===== src/rtl/mem_ctrl_pkg.sv =====
// ----------------------------------------------------------------------------
// mem_ctrl_pkg
//   Shared definitions for the word-to-byte memory controller:
//   - state_t       : 2-bit controller state encoding
//   - LANE_W, LANES : byte-lane width and lanes per 32-bit word
//   - *_LAST_CNT    : final cnt value of each multi-cycle phase
// ----------------------------------------------------------------------------
package mem_ctrl_pkg;

   typedef enum logic [1:0] {
      ST_IDLE  = 2'd0,
      ST_READ  = 2'd1,
      ST_WRITE = 2'd2,
      ST_DONE  = 2'd3
   } state_t;

   localparam int LANE_W = 8;
   localparam int LANES  = 4;

   // READ needs one extra cycle: byte 3 arrives one cycle after its address.
   localparam logic [2:0] READ_LAST_CNT  = 3'd4;
   localparam logic [2:0] WRITE_LAST_CNT = 3'd3;
   // Last cnt at which READ still drives a new byte address.
   localparam logic [2:0] ADDR_LAST_CNT  = 3'd3;

endpackage : mem_ctrl_pkg


===== src/rtl/mem_ctrl.sv =====
// ----------------------------------------------------------------------------
// mem_ctrl
//   Bridges 32-bit word requests onto a synchronous 8-bit byte memory.
//   A read walks the four byte addresses of the aligned word and assembles
//   the returned bytes little-endian; a write walks the same four addresses
//   strobing only the lanes selected by the mask.
//
//   Handshake: a request (ram_r_enable_i / ram_w_enable_i) is taken only on a
//   rising edge while the controller is idle; write wins over read. From the
//   accepting edge ram_busy_o is high for the whole transaction, followed by
//   exactly one cycle of ram_done_o. Requests seen while busy or done are
//   ignored, so a level held through done starts a new transaction only at
//   the following idle edge.
//
// Ports
//   clk, rst_n          clock, asynchronous active-low reset
//   ram_r_enable_i      word read request
//   ram_w_enable_i      word write request
//   ram_w_mask_i[3:0]   byte-lane write mask (bit k = byte k)
//   ram_w_data_i[31:0]  write data (lane k = bits 8k+7:8k)
//   ram_addr_i[31:0]    request byte address (low two bits ignored)
//   ram_r_data_o[31:0]  assembled read word, held until the next read
//   ram_busy_o          high during READ and WRITE
//   ram_done_o          one-cycle completion pulse
//   mem_addr_o          byte address to the byte memory
//   mem_dout_o[7:0]     byte write data
//   mem_we_o            byte write strobe
//   mem_din_i[7:0]      byte read data, valid one cycle after its address
// ----------------------------------------------------------------------------
module mem_ctrl
   import mem_ctrl_pkg::*;
#(
   parameter int MEM_AW = 17
) (
   input  logic              clk,
   input  logic              rst_n,
   input  logic              ram_r_enable_i,
   input  logic              ram_w_enable_i,
   input  logic [3:0]        ram_w_mask_i,
   input  logic [31:0]       ram_w_data_i,
   input  logic [31:0]       ram_addr_i,
   output logic [31:0]       ram_r_data_o,
   output logic              ram_busy_o,
   output logic              ram_done_o,
   output logic [MEM_AW-1:0] mem_addr_o,
   output logic [7:0]        mem_dout_o,
   output logic              mem_we_o,
   input  logic [7:0]        mem_din_i
);

   state_t            r_state;
   logic [2:0]        r_cnt;
   logic [MEM_AW-1:0] r_base;
   logic [3:0]        r_mask;
   logic [31:0]       r_wdata;
   logic [31:0]       r_rdata;
   logic              r_busy;
   logic              r_done;
   logic [MEM_AW-1:0] r_mem_addr;
   logic [7:0]        r_mem_dout;
   logic              r_mem_we;

   logic [MEM_AW-1:0] w_req_base;
   logic [2:0]        w_cnt_nxt;
   logic [2:0]        w_cnt_prev;
   logic [MEM_AW-1:0] w_addr_nxt;
   logic [7:0]        w_lane_nxt;
   logic              w_unused_addr;

   // Word-aligned base; address bits above the memory are dropped so all
   // address arithmetic wraps modulo 2^MEM_AW.
   assign w_req_base = {ram_addr_i[MEM_AW-1:2], 2'b00};

   // Outputs are registered, so each cycle loads the values for cnt+1.
   assign w_cnt_nxt  = r_cnt + 3'd1;
   assign w_cnt_prev = r_cnt - 3'd1;
   assign w_addr_nxt = r_base + MEM_AW'(w_cnt_nxt);
   assign w_lane_nxt = r_wdata[{w_cnt_nxt[1:0], 3'b000} +: LANE_W];

   // Only ram_addr_i[MEM_AW-1:2] takes part in addressing.
   assign w_unused_addr = &{1'b0, ram_addr_i};

   always_ff @(posedge clk or negedge rst_n) begin
      if (!rst_n) begin
         r_state    <= ST_IDLE;
         r_cnt      <= 3'd0;
         r_base     <= '0;
         r_mask     <= 4'd0;
         r_wdata    <= 32'd0;
         r_rdata    <= 32'd0;
         r_busy     <= 1'b0;
         r_done     <= 1'b0;
         r_mem_addr <= '0;
         r_mem_dout <= 8'd0;
         r_mem_we   <= 1'b0;
      end else begin
         case (r_state)
            ST_IDLE: begin
               r_done <= 1'b0;
               if (ram_w_enable_i) begin
                  // Write takes priority; a simultaneous read is dropped.
                  r_state    <= ST_WRITE;
                  r_cnt      <= 3'd0;
                  r_base     <= w_req_base;
                  r_mask     <= ram_w_mask_i;
                  r_wdata    <= ram_w_data_i;
                  r_busy     <= 1'b1;
                  r_mem_addr <= w_req_base;
                  r_mem_dout <= ram_w_data_i[LANE_W-1:0];
                  r_mem_we   <= ram_w_mask_i[0];
               end else if (ram_r_enable_i) begin
                  r_state    <= ST_READ;
                  r_cnt      <= 3'd0;
                  r_base     <= w_req_base;
                  r_busy     <= 1'b1;
                  r_mem_addr <= w_req_base;
                  r_mem_we   <= 1'b0;
               end
            end

            ST_READ: begin
               // Data on mem_din_i belongs to the address of the previous cycle.
               if (r_cnt != 3'd0) begin
                  r_rdata[{w_cnt_prev[1:0], 3'b000} +: LANE_W] <= mem_din_i;
               end
               if (r_cnt == READ_LAST_CNT) begin
                  r_state <= ST_DONE;
                  r_busy  <= 1'b0;
                  r_done  <= 1'b1;
               end else begin
                  r_cnt <= w_cnt_nxt;
                  if (r_cnt < ADDR_LAST_CNT) begin
                     r_mem_addr <= w_addr_nxt;
                  end
               end
            end

            ST_WRITE: begin
               if (r_cnt == WRITE_LAST_CNT) begin
                  r_state  <= ST_DONE;
                  r_busy   <= 1'b0;
                  r_done   <= 1'b1;
                  r_mem_we <= 1'b0;
               end else begin
                  r_cnt      <= w_cnt_nxt;
                  r_mem_addr <= w_addr_nxt;
                  r_mem_dout <= w_lane_nxt;
                  r_mem_we   <= r_mask[w_cnt_nxt[1:0]];
               end
            end

            ST_DONE: begin
               r_state <= ST_IDLE;
               r_done  <= 1'b0;
            end

            default: begin
               r_state  <= ST_IDLE;
               r_busy   <= 1'b0;
               r_done   <= 1'b0;
               r_mem_we <= 1'b0;
            end
         endcase
      end
   end

   assign ram_r_data_o = r_rdata;
   assign ram_busy_o   = r_busy;
   assign ram_done_o   = r_done;
   assign mem_addr_o   = r_mem_addr;
   assign mem_dout_o   = r_mem_dout;
   assign mem_we_o     = r_mem_we;

endmodule : mem_ctrl


===== config.mk =====
export PLATFORM = sky130hd
export DESIGN_NAME = mem_ctrl
export DESIGN_NICKNAME = d
export VERILOG_FILES = /design/src/rtl/mem_ctrl_pkg.sv /design/src/rtl/mem_ctrl.sv
export SDC_FILE = /design/constraint.sdc
export NUM_CORES = 1
export LEC_CHECK = 0
export BUFFER_PORTS_ARGS = -buffer_cell sky130_fd_sc_hd__buf_2
export CAP_MARGIN = 30
export CORE_MARGIN = 2
export CORE_UTILIZATION = 37
export DETAILED_ROUTE_END_ITERATION = 6
export PLACE_DENSITY = 0.55
export SETUP_SLACK_MARGIN = 0.1
export SYNTH_ARGS = -nofsm -noshare
export SYNTH_HDL_FRONTEND = slang
export SYNTH_SLANG_ARGS = --single-unit

===== constraint.sdc =====
create_clock -name clk -period 3.8 [get_ports clk]
set_clock_uncertainty 0.1 [all_clocks]
set_input_delay 0.38 -clock clk [delete_from_list [all_inputs] [get_ports clk]]
set_output_delay 0.38 -clock clk [all_outputs]
set_load 0.03 [all_outputs]

After elaboration in Yosys (flattened, before gate mapping)
Cells that the tools add are included.

storage, ports and cells
  register bits after elaboration = 118
  input port bits = 80
  output and inout port bits = 60
  word-level logic and storage cells = 82

cells by class
  add/subtract/negate cells = 4
  $lt $le $gt $ge = 2
  eq/ne operators = 12
  shifts and indexed selects = 3
  multiplexer cells = 34
  reductions and logical operators = 16

operator list
  kind                                                                    count
  17-bit 2-to-1 mux                                                       5
  17-bit one-hot mux with 3 select lines                                  1
  32-bit bitwise mux                                                      1
  8-bit by 7-bit variable shift with 32-bit output, first input constant  1
  32-bit by 6-bit indexed part select with 8-bit output                   1
  8-bit by 7-bit indexed part select with 32-bit output                   1
  17-bit by 3-bit adder with 17-bit output                                1
  8-bit 2-to-1 mux                                                        2
  8-bit one-hot mux with 2 select lines                                   1
  3-bit 2-to-1 mux                                                        4
  2-bit inequality test, second input constant                            6
  1-bit 2-to-1 mux                                                        10
  2-bit AND reduction                                                     5
  3-bit one-hot mux with 3 select lines                                   1
  2-bit 2-to-1 mux                                                        4
  2-bit one-hot mux with 4 select lines                                   1
  4-bit AND reduction                                                     2
  5-bit negation with 7-bit output                                        1
  1-bit one-hot mux with 3 select lines                                   2
  3-bit AND reduction                                                     2
  3-bit nonzero test                                                      2
  5-bit AND reduction                                                     1
  2-bit equality test, second input constant                              2
  2-bit nonzero test                                                      2
  other kinds (12)                                                        12

Longest topological paths before layout
  word-level depth = 5
  gate-level depth with buffers = 10
  gate-level depth less buffers = 9

Worst setup path before layout
Ideal clock, no wire load.

  path type = reg-to-reg
  start point = reg r_cnt[0]
  end point = reg r_mem_addr[10], in the netlist mem_addr_o[10]
  setup time = 0.064 ns
  data arrival time = 2.160 ns
  data required time = 3.636 ns
  setup slack = 1.476 ns
  cell stages (with the launch flop) = 10
  period minus slack after synthesis = 2.324 ns
  cells stage by stage = dfrtp_1 ha_1 ha_1 inv_1 ha_1 ha_1 nand3_2 or3_1 a311oi_1 a21o_1

between the ends
  longest elaborated chain between the ends = 5
  elaborated cells on any way between the ends = 13
  classes of those cells = add/sub: 2; order compare: 1; eq/ne: 5; mux: 4; reduce/logical: 1

RTL lines
  what                                      line             source
  start, declared                           mem_ctrl.sv:52   logic [2:0] r_cnt;
  start signal, assigned                    mem_ctrl.sv:131  r_cnt <= w_cnt_nxt;
  start signal, assigned                    mem_ctrl.sv:145  r_cnt <= w_cnt_nxt;
  3-bit by 1-bit adder with 3-bit output    mem_ctrl.sv:75   assign w_cnt_nxt = r_cnt + 3'd1;
  17-bit by 3-bit adder with 17-bit output  mem_ctrl.sv:77   assign w_addr_nxt = r_base + MEM_AW'(w_cnt_nxt);
  17-bit 2-to-1 mux                         mem_ctrl.sv:132  if (r_cnt < ADDR_LAST_CNT) begin
  17-bit 2-to-1 mux                         mem_ctrl.sv:126  if (r_cnt == READ_LAST_CNT) begin
  17-bit one-hot mux with 3 select lines    mem_ctrl.sv:97   case (r_state)
  end signal, assigned                      mem_ctrl.sv:108  r_mem_addr <= w_req_base;
  end signal, assigned                      mem_ctrl.sv:133  r_mem_addr <= w_addr_nxt;
  end signal, assigned                      mem_ctrl.sv:146  r_mem_addr <= w_addr_nxt;
  end, declared                             mem_ctrl.sv:59   logic [MEM_AW-1:0] r_mem_addr;

Parallel ways exist; a longest one is shown, timed or not. The select of a mux whose other input is x is not followed.
A chain may end at the register's enable or synchronous reset.

Final worst setup path
  start point = reg r_cnt[1]
  end point = reg r_mem_addr[10], in the netlist mem_addr_o[10]

Same word-level chain as after synthesis.

==> summary by stage <==
Floorplan
The area of the die is 0.0158 mm^2. The initial standard-cell utilization of the core is 37.8%. The vertical die dimension is 126 um.

Pin placement for this block handled 140 I/O pins. The overall die width is 126 um. The initialized floorplan defines 44 standard-cell rows. In this run the standard cell core region covers roughly 0.015 mm^2.

Setup path
The category of the worst setup path launch point is a flop. The endpoint class of the critical path is a flop. The worst register-to-register path begins at r_cnt[1]. The critical path starts at r_cnt[1]. The cell family contributing the most delay on the critical path is adder cells. Data arrives at the worst endpoint at 2.89 ns. The largest driver fanout on the critical path is 7. The cell with the biggest individual delay on the critical path is sky130_fd_sc_hd__dfrtp_1. STA puts the critical path data required time at 4.06 ns. The number of buffers and inverters on the critical path is 1. The critical path runs through a total of 9 cells. In this run the critical register-to-register path is captured at mem_addr_o[10]. In this design, the stage delay of the slowest critical-path cell is 0.44 ns. Traced cell by cell, the critical path runs through ha_1 > ha_1 > inv_1 > ha_1 > ha_1 > nand3_2 > or3_1 > a311oi_1 > a21o_1. Following the worst setup path forward leads to its endpoint at mem_addr_o[10]. For flop-to-flop paths, the worst setup slack is 1.17 ns.

The critical path is of the flop to flop type. Measured in cells, the most critical reg-to-reg path has a length of 9. The cell that appears most often on the critical path is sky130_fd_sc_hd__ha_1.

Cells and area
The final instance area is 0.00681 mm^2. The share of cells above drive strength 1 is 40.3%. The multi-input combinational cells in the finished layout cover a total of 0.00240 mm^2.

The area growth from synthesis to layout is 24.0%. The final-layout fill cell count is 1352. The net total in the final layout is 673. The repair_antennas step left the layout with diodes totalling 0. The area taken by flip-flops and latches is 0.00290 mm^2.

Clock network
TritonCTS built the clock tree. The H-tree depth reported by CTS is 4. The source-to-sink clock delay at the later pin of the worst-skew pair is around 0.42 ns. After clock tree synthesis, the clock-pin slew on the worst setup and hold paths is ~0.05 ns.

The number of clock sinks is roughly 120. The number of buffers created by CTS is 17. Counting along the longest clock path gives a buffer depth of 2. The buffers inserted during post-CTS setup optimization is 0. Once the clock tree was built, the resizer swapped 0 gates to a different size. The number of hold-repair buffers added at the cts stage is 0. The cell at the root of the clock tree is sky130_fd_sc_hd__clkbuf_16.

Yosys
The proportion of synthesized chip area in sequential cells is 52.9%. Counting every instance in the synthesized netlist gives 457. The area of the mapped netlist is 0.00549 mm^2. Counting flops and latches in the post-synthesis netlist gives ~120. A synthesized cell averages 12.0 um^2.

The number of distinct library cell variants in the gate-level netlist after synthesis is between 50 and 60. The Yosys step of the flow raised 0 warnings. The number of nets in the synthesized netlist is around 550.

STA
The max-slew violation count is 0. Setup slack closes at 1.17 ns. Final hold analysis gives a worst-case slack of -0.0138 ns. Counting I/O delays and the setup requirement, the final critical path takes 2.63 ns. At the pin with the least slew margin, the transition time is 0.982 ns. The count of final setup violators is 0. The final count of hold timing violations is 7.

The fmax is 381 MHz. Setup total negative slack on the finished layout was measured at 0 ns. Of the available clock period, the critical path in the final layout requires 69.1%. The headroom to the max-slew limit is 34.2%.

Setup repair after global routing left no endpoint under its margin.

Place
The placed instances occupy a cell area of 0.00623 mm^2. The placer's final routability congestion estimate is ~0.76. The post-placement worst setup slack is 1.15 ns.

Buffers placed on the I/O ports in this run total 122. The detailed placement HPWL is just under 9000 um.

Power and ir drop
Across the VDD grid, the largest voltage drop is 0.397 mV. The power per cell area is 1030 mW/mm^2. Net switching is 40.1% of the power.

The combinational fraction of design power is between 40% and 50%. Internal power comes to 4.19 mW. Summed over all nets, the switching power comes to around 2.8 mW. The proportion of power drawn by flip-flops and latches is 32.4%. The power share of the clock group is 22.1%. For this design the static power due to leakage is between 3 and 4 nW.

Flow run
The tool flagged a number of max-cap violations equal to 0.

Global route
Summed over all layers, the global routing overflow is 0. The number of antenna violations at the first check in global routing is 0. The global-route usage over all layers is between 15 and 20%. The first global-routing pass estimated 20900 um of wire. The maximum number of pins on one net before global-route repair is 69. The via count of the first global-routing pass is ~4100.

Drt
The number of detailed-route iterations in the first pass is 6. The DRC marker count from the first detailed-route iteration is 188. The routed design has about 13000 um of wire. The routed via count is 3881. The wire length per cell after detailed routing is 16.3 um. Once detail routing completed, the nets flagged for antenna violations numbered 0. For this run, design rule violations remaining after detail routing come to 0. The detailed-route vias per instance is 5.01.

Run status
The checks that failed: negative hold slack. The run finished, with violations left.

Worst hold path
The worst hold-check path type is input pin to async pin.
power by group through the flow:
stage | clock network, mW | registers [mW] | logic, mW
2_1_floorplan | 0 | 2.80 | 1.90
4_1_cts | 1.58 | 2.27 | 3.23
3_3_place_gp | 0 | 2.26 | 3.16
6_report | 1.54 | 2.27 | 3.18
5_1_grt | 1.64 | 2.35 | 3.49
3_5_place_dp | 0 | 2.29 | 3.22
worst register-to-register path, stage by stage, from the launching register on:
cell	delay (ns)
sky130_fd_sc_hd__dfrtp_1	0.44
sky130_fd_sc_hd__ha_1	0.21
sky130_fd_sc_hd__ha_1	0.31
sky130_fd_sc_hd__inv_1	0.07
sky130_fd_sc_hd__ha_1	0.19
sky130_fd_sc_hd__ha_1	0.27
sky130_fd_sc_hd__nand3_2	0.21
sky130_fd_sc_hd__or3_1	0.36
sky130_fd_sc_hd__a311oi_1	0.30
sky130_fd_sc_hd__a21o_1	0.11
layout make-up:
type | count | area share, %
clock inverters | 3 | 0.588
clock buffers | 28 | 7.89
repair buffers | 127 | 9.56
multi-input cells | 306 | 35.3
well taps | 184 | 3.38
inverters | 11 | 0.607
flip-flops and latches | 116 | 42.6
cells in the final DEF (no fill, tap or decap), drive strengths merged, types with 10 or more instances in the layout:
cell    count
buf       127
dfrtp     116
nand2      68
mux2       57
o21ai      36
clkbuf     28
nor2       17
ha         14
a21oi      13
mux2i      12
inv        10
o211ai     10
how the worst min path moves through the flow:
| stage | start | to | slack [ns] | cells after the start |
|---|---|---|---|---|
| after floorplan | rst_n | mem_addr_o[0] | -0.02 | 0 |
| after global placement | ram_r_data_o[0] | ram_r_data_o[0] | 0.36 | 2 |
| after detailed placement | mem_addr_o[7] | mem_addr_o[7] | 0.36 | 1 |
| after CTS | rst_n | r_wdata[0] | 0.02 | 1 |
| after global routing | rst_n | r_wdata[0] | 0.05 | 1 |
| final | rst_n | r_wdata[0] | -0.01 | 1 |
layer usage:
layer | GRT usage, % | share of wire (%) | vias up
met5 | 0 | 0 | -
met4 | 6.21 | 1.6 | 0
met3 | 5.82 | 5.9 | 16
met2 | 27.0 | 46 | 99
met1 | 21.5 | 46 | 1894
li1 | - | - | 1872
cells in the mapped netlist (all sizes together):
cell type    n  area (um^2)
o211ai      10         98.8
a31oi        1         6.26
nor2        17         63.8
xnor2        7         61.3
mux4         9          203
buf         18          119
nand2b       3         18.8
a311oi       4         35.0
clkbuf       6         22.5
o31ai        2         15.0
mux2        57          642
inv         10         37.5
nor4         4         61.3
nand3b       3         22.5
or3b         2         20.0
o22ai        1         6.26
nand4        3         40.0
nand3        8         50.1
a21oi       13         65.1
o311a        1         10.0
a21o         4         30.0
a22o         8         70.1
or2          1         6.26
a221oi       1         15.0
and2         1         6.26
mux2i       12          120
and3         1         6.26
a22oi        1         12.5
o31a         2         18.8
or3          4         25.0
nor3b        1         12.5
nor2b        2         12.5
nand2       68          258
ha          14          175
o41ai        1         8.76
o21ai       36          184
dfrtp      116         2900
clkinv       1         3.75
nor3         4         25.0
flip-flops by register name, indices dropped and copies added, names as in the netlist, 2 cells and up:
name,flops
mem_addr_o,17
mem_dout_o,8
r_base,15
r_cnt,3
r_mask,4
r_state,2
r_wdata,32
ram_r_data_o,32
cells by family (layout without fill, tap and decap cells):
family                     Yosys count  in the layout  share of synthesized area [%]
AOI/OAI and AO/OA                   85             85                           10.5
and+or+nand+nor                    122            122                           11.4
adders and majority gates           14             14                           3.19
buffers and inverters               35            169                           3.33
xor gates and xnor gates             7              7                           1.12
DFF                                116            116                           52.9
muxes                               78             78                           17.6
metrics by stage:
stage	utilization (%)	instances	total power [mW]
after CTS	46.8	775	7.08
after floorplan	-	457	4.70
after global placement	42.9	744	5.41
final	46.8	775	6.99
after detailed placement	42.9	744	5.51
after global routing	46.8	775	7.48
(Power assumes the default switching activity.)
